$ cat src/rtl/apb_master_pkg.sv
// Shared definitions for the APB request master: FSM state encoding,
// the default ACCESS-phase timeout and the timeout counter width helper.
package apb_master_pkg;

  typedef enum logic [1:0] {
    IDLE   = 2'd0,
    SETUP  = 2'd1,
    ACCESS = 2'd2,
    RESP   = 2'd3
  } apb_state_e;

  localparam int unsigned TIMEOUT_CYCLES_DEFAULT = 255;

  // Width needed to count up to the timeout limit; a disabled timeout (0)
  // still gets a one-bit counter so no zero-width vectors appear.
  function automatic int unsigned cnt_width(input int unsigned limit);
    return (limit == 0) ? 1 : $clog2(limit + 1);
  endfunction

endpackage

$ cat src/rtl/apb_req_master_if.sv
// APB3 bus bundle. The initiator drives address/control/write data; the
// completer returns read data, ready and slave error.
interface APB_BUS #(
  parameter int unsigned ADDR_WIDTH = 32,
  parameter int unsigned DATA_WIDTH = 32
);

  logic [ADDR_WIDTH-1:0] paddr;
  logic [DATA_WIDTH-1:0] pwdata;
  logic                  pwrite;
  logic                  psel;
  logic                  penable;
  logic [DATA_WIDTH-1:0] prdata;
  logic                  pready;
  logic                  pslverr;

  modport Master (
    output paddr, pwdata, pwrite, psel, penable,
    input  prdata, pready, pslverr
  );

  modport Slave (
    input  paddr, pwdata, pwrite, psel, penable,
    output prdata, pready, pslverr
  );

endinterface

$ cat src/rtl/apb_req_master_timeout_cnt.sv
// Saturating ACCESS-phase wait counter. expired_o flags the cycle whose
// increment would bring the count up to LIMIT, so the FSM can leave ACCESS
// on exactly that cycle. LIMIT = 0 disables expiry entirely.
module apb_timeout_cnt
  import apb_master_pkg::*;
#(
  parameter int unsigned LIMIT = TIMEOUT_CYCLES_DEFAULT
) (
  input  logic clk_i,
  input  logic rst_i,
  input  logic clear_i,
  input  logic enable_i,
  output logic expired_o
);

  localparam int unsigned      CNT_W   = cnt_width(LIMIT);
  localparam logic [CNT_W-1:0] CNT_MAX = '1;

  logic [CNT_W-1:0] cnt_q, cnt_d;

  // Next count: clear has priority, otherwise count enabled cycles and
  // stick at all-ones instead of wrapping.
  always_comb begin
    cnt_d = cnt_q;
    if (clear_i) begin
      cnt_d = '0;
    end else if (enable_i && (cnt_q != CNT_MAX)) begin
      cnt_d = cnt_q + 1'b1;
    end
  end

  // Count register.
  always_ff @(posedge clk_i or posedge rst_i) begin
    if (rst_i) begin
      cnt_q <= '0;
    end else begin
      cnt_q <= cnt_d;
    end
  end

  if (LIMIT == 0) begin : g_no_timeout
    assign expired_o = 1'b0;
  end else begin : g_timeout
    localparam logic [CNT_W-1:0] LAST = CNT_W'(LIMIT - 1);
    assign expired_o = enable_i && (cnt_q >= LAST);
  end

endmodule

$ cat src/rtl/apb_req_master.sv
// Core-request to APB3 initiator bridge. One transfer at a time:
// IDLE (grant) -> SETUP -> ACCESS (wait for pready or timeout) -> RESP
// (one-cycle response strobe) -> IDLE.
module apb_req_master
  import apb_master_pkg::*;
#(
  parameter int unsigned APB_ADDR_WIDTH = 32,
  parameter int unsigned APB_DATA_WIDTH = 32,
  parameter int unsigned TIMEOUT_CYCLES = TIMEOUT_CYCLES_DEFAULT
) (
  input  logic                      clk_i,
  input  logic                      rst_i,
  input  logic                      req_i,
  input  logic                      we_i,
  input  logic [APB_ADDR_WIDTH-1:0] addr_i,
  input  logic [APB_DATA_WIDTH-1:0] wdata_i,
  output logic                      gnt_o,
  output logic                      rvalid_o,
  output logic [APB_DATA_WIDTH-1:0] rdata_o,
  output logic                      err_o,
  APB_BUS.Master                    apb_master
);

  apb_state_e                state_q, state_d;
  logic [APB_ADDR_WIDTH-1:0] addr_q, addr_d;
  logic                      we_q, we_d;
  logic [APB_DATA_WIDTH-1:0] wdata_q, wdata_d;
  logic [APB_DATA_WIDTH-1:0] rdata_q, rdata_d;
  logic                      err_q, err_d;

  logic cnt_clear;
  logic cnt_enable;
  logic cnt_expired;

  apb_timeout_cnt #(
    .LIMIT (TIMEOUT_CYCLES)
  ) u_timeout_cnt (
    .clk_i     (clk_i),
    .rst_i     (rst_i),
    .clear_i   (cnt_clear),
    .enable_i  (cnt_enable),
    .expired_o (cnt_expired)
  );

  // Next-state and datapath capture. pready is checked before the timeout
  // so a completion arriving on the expiry cycle is treated as normal.
  always_comb begin
    state_d    = state_q;
    addr_d     = addr_q;
    we_d       = we_q;
    wdata_d    = wdata_q;
    rdata_d    = rdata_q;
    err_d      = err_q;
    cnt_clear  = 1'b0;
    cnt_enable = 1'b0;
    case (state_q)
      IDLE: begin
        if (req_i) begin
          addr_d  = addr_i;
          we_d    = we_i;
          wdata_d = we_i ? wdata_i : '0;
          state_d = SETUP;
        end
      end
      SETUP: begin
        cnt_clear = 1'b1;
        state_d   = ACCESS;
      end
      ACCESS: begin
        cnt_enable = !apb_master.pready;
        if (apb_master.pready) begin
          rdata_d = we_q ? '0 : apb_master.prdata;
          err_d   = apb_master.pslverr;
          state_d = RESP;
        end else if (cnt_expired) begin
          rdata_d = '0;
          err_d   = 1'b1;
          state_d = RESP;
        end
      end
      RESP: begin
        state_d = IDLE;
      end
      default: begin
        state_d = IDLE;
      end
    endcase
  end

  // State, request and response registers.
  always_ff @(posedge clk_i or posedge rst_i) begin
    if (rst_i) begin
      state_q <= IDLE;
      addr_q  <= '0;
      we_q    <= 1'b0;
      wdata_q <= '0;
      rdata_q <= '0;
      err_q   <= 1'b0;
    end else begin
      state_q <= state_d;
      addr_q  <= addr_d;
      we_q    <= we_d;
      wdata_q <= wdata_d;
      rdata_q <= rdata_d;
      err_q   <= err_d;
    end
  end

  // Grant is only possible in IDLE and is masked while reset is held.
  assign gnt_o    = (state_q == IDLE) && req_i && !rst_i;
  assign rvalid_o = (state_q == RESP);
  assign rdata_o  = rdata_q;
  assign err_o    = err_q;

  assign apb_master.psel    = (state_q == SETUP) || (state_q == ACCESS);
  assign apb_master.penable = (state_q == ACCESS);
  assign apb_master.paddr   = addr_q;
  assign apb_master.pwrite  = we_q;
  assign apb_master.pwdata  = wdata_q;

endmodule

$ cat src/flat_wrapper.sv
// flat-port wrapper written by rule: the top's interface ports become plain ports
module apb_req_master_flat import apb_master_pkg::*;
#(
  parameter int unsigned APB_ADDR_WIDTH = 32,
  parameter int unsigned APB_DATA_WIDTH = 32,
  parameter int unsigned TIMEOUT_CYCLES = TIMEOUT_CYCLES_DEFAULT
)
  (clk_i, rst_i, req_i, we_i, addr_i, wdata_i, gnt_o, rvalid_o, rdata_o, err_o, apb_master_paddr, apb_master_pwdata, apb_master_pwrite, apb_master_psel, apb_master_penable, apb_master_prdata, apb_master_pready, apb_master_pslverr);
  APB_BUS #(.ADDR_WIDTH(32), .DATA_WIDTH(32)) apb_master_i ();
  input  logic clk_i;
  input  logic rst_i;
  input  logic req_i;
  input  logic we_i;
  input  logic [APB_ADDR_WIDTH-1:0] addr_i;
  input  logic [APB_DATA_WIDTH-1:0] wdata_i;
  output logic gnt_o;
  output logic rvalid_o;
  output logic [APB_DATA_WIDTH-1:0] rdata_o;
  output logic err_o;
  output wire logic [$bits(apb_master_i.paddr)-1:0] apb_master_paddr;
  output wire logic [$bits(apb_master_i.pwdata)-1:0] apb_master_pwdata;
  output wire logic [$bits(apb_master_i.pwrite)-1:0] apb_master_pwrite;
  output wire logic [$bits(apb_master_i.psel)-1:0] apb_master_psel;
  output wire logic [$bits(apb_master_i.penable)-1:0] apb_master_penable;
  input wire logic [$bits(apb_master_i.prdata)-1:0] apb_master_prdata;
  input wire logic [$bits(apb_master_i.pready)-1:0] apb_master_pready;
  input wire logic [$bits(apb_master_i.pslverr)-1:0] apb_master_pslverr;
  assign apb_master_paddr = apb_master_i.paddr;
  assign apb_master_pwdata = apb_master_i.pwdata;
  assign apb_master_pwrite = apb_master_i.pwrite;
  assign apb_master_psel = apb_master_i.psel;
  assign apb_master_penable = apb_master_i.penable;
  assign apb_master_i.prdata = apb_master_prdata;
  assign apb_master_i.pready = apb_master_pready;
  assign apb_master_i.pslverr = apb_master_pslverr;
  apb_req_master #(.APB_ADDR_WIDTH(APB_ADDR_WIDTH), .APB_DATA_WIDTH(APB_DATA_WIDTH), .TIMEOUT_CYCLES(TIMEOUT_CYCLES)) u_core (.clk_i(clk_i), .rst_i(rst_i), .req_i(req_i), .we_i(we_i), .addr_i(addr_i), .wdata_i(wdata_i), .gnt_o(gnt_o), .rvalid_o(rvalid_o), .rdata_o(rdata_o), .err_o(err_o), .apb_master(apb_master_i));
endmodule
$ cat config.mk
export PLATFORM = sky130hd
export DESIGN_NAME = apb_req_master_flat
export DESIGN_NICKNAME = d
export VERILOG_FILES = /design/src/rtl/apb_master_pkg.sv /design/src/rtl/apb_req_master_if.sv /design/src/rtl/apb_req_master_timeout_cnt.sv /design/src/rtl/apb_req_master.sv /design/src/flat_wrapper.sv
export SDC_FILE = /design/constraint.sdc
export NUM_CORES = 1
export LEC_CHECK = 0
export ABC_AREA = 1
export CAP_MARGIN = 20
export CORE_MARGIN = 2
export CORE_UTILIZATION = 47
export CTS_BUF_LIST = sky130_fd_sc_hd__clkbuf_4 sky130_fd_sc_hd__clkbuf_8
export DETAILED_ROUTE_END_ITERATION = 16
export PLACE_DENSITY = 0.87
export SLEW_MARGIN = 25
export SYNTH_ARGS = -nofsm -noshare
export SYNTH_HDL_FRONTEND = slang
export SYNTH_SLANG_ARGS = --single-unit
$ cat constraint.sdc
create_clock -name clk_i -period 8.2 [get_ports clk_i]
set_input_delay 1.64 -clock clk_i [delete_from_list [all_inputs] [get_ports clk_i]]
set_output_delay 1.64 -clock clk_i [all_outputs]
set_load 0.01 [all_outputs]
# Word-level counts from Yosys, hierarchy flattened
# Cells that the tools add are included.
# op_classes
n_eq_ne	6
add_sub_neg	1
reduce_logical	13
n_lt_le_gt_ge	1
muxes	14
# ops
cell	count
32-bit two-way mux	4
8-bit two-way mux	2
8-bit by 1-bit adder with 8-bit output (second input constant)	1
8-bit greater-or-equal comparator (second input constant)	1
8-bit inequality test (second input constant)	1
2-bit case mux with 4 select lines	1
2-bit two-way mux	3
2-bit AND reduction	3
2-bit equality test (second input constant)	2
1-bit logical AND	4
1-bit two-way mux	4
2-bit nonzero test	2
3-bit by 1-bit inequality test with 1-bit output (second input constant)	1
2-bit by 1-bit equality test with 1-bit output (second input constant)	1
1-bit logical NOT	2
2-bit logical NOT	1
2-bit inequality test (second input constant)	1
1-bit logical OR	1
# totals
input_bits	102
reg_bits	108
wordCells	42

# Depth between registers and ports, before layout
# depth
ltp_word	6
depth_mapped	10
depth_no_buf	9

# Hierarchy
# Synthesis repeated with hierarchy kept, for this count alone.
# hier_totals
hier_cells	529
hier_area_um2	4601.9
# by_module_without_submodules
module	area_per_inst_um2	cells_per_inst	instances	seq_area_each_um2
apb_req_master	4070.2	453	1	2502.4
apb_timeout_cnt	531.8	76	1	200.2

# Worst setup path before layout
# Ideal clock, no wire load.
# synth_path
kind	input to output
startpoint	input req_i
endpoint	output gnt_o
path_stages	4
n_path_buf	2
t_required_ps	6560
arrival_time_ps	2268
setup_slack_ps	4292
path_cell_list	nand2_1 -> buf_2 -> buf_2 -> nor2_1
# synth_via
elab_chain_len	2
# synth_lines
item	line	source
from (decl)	flat_wrapper.sv:12	input logic req_i;
1-bit logical AND (2 in a row)	apb_req_master.sv:110	assign gnt_o = (state_q == IDLE) && req_i && !rst_i;
to (decl)	flat_wrapper.sv:16	output logic gnt_o;
# No other way between the ends.

# Worst setup path in the final report
# Ends and elaborated chain as after synthesis.

==> metrics <==
slew margin rel.=0.3448; total routing usage reported by global routing=0.2382; Hold Path Depth=2; worst r2r src=u_core.state_q[0]$_DFFE_PP0P_; most frequent CP cell=clkdlybuf4s50_1; WP data arrival=around 2.9 ns; Port Buffer Count=203; DRC errors left=0; total grt overflow=0; post-CTS sizing=0; grt met3 use=0.07174; hold_sp=u_core.apb_master.paddr[21]$_DFFE_PP0N_; warnings from Yosys=0; max-slew violation count=0; Cell Count, Final, Fillers Out=854; Mapped Nets=641; Finish-stage setup viols=0; VDD IR-drop max=~0.00022 V; period utilisation layout=0.5512; CTS hold repair buffers=0; Synth Cell Area=roughly 4800 um2; worst skew pair latency=0.37 ns; Starting Density=0.4845; post-synth top area share=0.5681; initial drt markers=216; reg2reg path depth=6; Clock Tree Buf Depth=2; fin util=0.7118; final setup TNS=0 ns; chip height=104.6 um; worst-path cell chain=clkdlybuf4s50_1 > nand2_2 > nor2_1 > clkdlybuf4s50_1; RSZ-0062 raised after global routing=false; post-synthesis sequential area ratio=0.5681; TritonCTS Sinks=108; Post-Place Cells=840; pin count of the biggest net entering global routing=slightly below 100; placed wire-length estimate=9093 um; area leader, netlist=dfrtp_1; CTS Buf Count=9; Fin. Hold Viols=0; Layout fillers=around 780; Clock Tree Root=clkbuf_8; DR WL/cell=15.08 um; Largest stage delay, worst path=between 0.5 and 0.6 ns; WP data required=around 6.6 ns; outcome=complete, no violations; Area Overhead vs Synth=46.92%; mean cell area of the mapped netlist=8.925 um2; Clock Pin Slew Worst Setup and Hold Paths=0.09 ns; Slowest-stage cell, CP=clkdlybuf4s50_1; Max Clock Freq=approximately 0.22 GHz; final WL=roughly 13,000 um; DRT Pass-1 Iters=5; reported max-cap violation count=0; Reg2Reg Setup Slack=6.04 ns; maximum net fanout on the critical path=3; Lkg Pwr=3.287 nW; H-Tree Depth=3; multi-input logic area=around 1800 um2; die width=104.6 um; vias in the first global route=4,297; type of the worst setup path=input port to output port; Synth area leaders=dfrtp_1 57%, nand2_1 18%, nand3_2 4.8%; busiest grt layer=met2; Fin Hold WS=0.4875 ns; diode count=0; startpoint types=input port; Via Count=4,298; Core Region=slightly below 10,000 um2; R2R Path End=u_core.rdata_o[13]$_DFFE_PP0P_; Sequential Area=2703 um2; num ports=204; worst min path class=flop to flop; Nets=826; Post-Syn Instances=533; clock skew=0.008670 ns; initial antenna violation count=0; Vias/cell=5.033; remaining antenna violation count after routing=0; worst slew pin tran=0.9818 ns; met2 Resource Use GR=0.3912; layout cells sized above 1=0.07767; GPL Wtd Cong=between 0.8 and 0.9; CP endpoint kind=output port; Worst Hold End=u_core.apb_master.paddr[21]$_DFFE_PP0N_; unique cell type count in the Yosys netlist=26; flops & latches, synth=108; Die Area=10,940 um2; Rows=36; Final min period=4.520 ns; post-CTS setup buffer count=0; dpl cell area=6824 um2; Power Dens Cells=337.0 nW/um2; CTS tree=done; Design Area, Final=6989 um2; first-pass GRT wire length=21,080 um; met1 usage=0.2986
==> critical path, delay by kind of cell <==
kind / cells / cell delay, ns
buffers and inverters: 2 / 1.04
AND/OR/NAND/NOR: 2 / 0.20
==> cell families after synthesis <==
group,Yosys count,synth area share
buf+inv,52,0.04997
xor+xnor,2,0.003683
compound gates,37,0.03893
flops,108,0.5681
fa+ha+maj,6,0.01578
simple gates,328,0.3235
==> synth_stat cells <==
cell        n
nand2_1   232
dfrtp_1   108
nand4_1    34
o21ai_0    34
nand3_2    23
nand3_1    19
clkbuf_1   18
inv_1      14
buf_2      12
nor2_1     10
ha_1        6
buf_6       3
nand2_2     3
clkinv_1    2
nor2_4      2
o21ai_1     2
xor2_1      2
a21oi_1     1
buf_4       1
clkinv_2    1
inv_2       1
nand2_4     1
nand4_4     1
nor2_2      1
or2_1       1
or2_2       1
==> layout make-up <==
cell class              count  share of cell area
repair buffers            208              0.2954
flip-flops and latches    108              0.3867
multi-input cells         373              0.2603
inverters                  18             0.01020
clock buffers              12             0.02184
clock inverters             2            0.001790
well taps                 133             0.02381
==> per-stage QoR <==
step | setup WS (ns) | total power, mW
2_1_floorplan | 3.714 | 1.431
3_3_place_gp | 3.642 | 2.033
3_5_place_dp | 3.684 | 2.080
4_1_cts | 3.668 | 2.379
5_1_grt | 3.636 | 2.515
6_report | 3.680 | 2.356
==> worst max path at each step <==
stage / startpoint / end / slack [ns] / cells past startpoint
2_1_floorplan: rst_i / u_core.apb_master.paddr[0]$_DFFE_PP0N_ / 3.71 / 1
3_3_place_gp: req_i / gnt_o / 3.64 / 4
3_5_place_dp: req_i / gnt_o / 3.68 / 4
4_1_cts: req_i / gnt_o / 3.67 / 4
5_1_grt: req_i / gnt_o / 3.64 / 4
6_report: req_i / gnt_o / 3.68 / 4
==> per-layer routing <==
metal | vias up | share of wire
met1 | 2028 | 0.41
met5 | - | 0
met4 | 0 | 0.020
met2 | 172 | 0.48
met3 | 19 | 0.092
li1 | 2079 | -
==> placed cells by master (no fill, tap or decap) <==
cell               n
a21oi_1            1
buf_2              1
buf_4              5
clkbuf_4           2
clkbuf_8          10
clkdlybuf4s50_1  202
clkinv_1           2
clkinv_2           2
clkinvlp_4         1
dfrtp_1          108
ha_1               6
inv_1             13
inv_2              1
inv_4              1
nand2_1          231
nand2_2            4
nand2_4            1
nand3_1           19
nand3_2           23
nand4_1           34
nand4_4            1
nor2_1            10
nor2_2             1
nor2_4             2
o21ai_0           34
o21ai_1            2
or2_1              1
or2_2              1
xor2_1             2
==> power by group <==
part / switching [mW] / leakage (nW) / internal, mW
registers: 0.145 / 1.39 / 0.768
clock network: 0.170 / 0.0852 / 0.122
logic: 0.557 / 1.81 / 0.594
==> registers in the layout (all words and copies together), names as in the netlist <==
register	count
u_core.state_q	2
u_core.u_timeout_cnt.cnt_q	8
u_core.rdata_o	32
u_core.apb_master.pwrite	1
u_core.apb_master.paddr	32
u_core.apb_master.pwdata	32
u_core.err_o	1
Note: power is estimated with default switching activity, not from simulation.
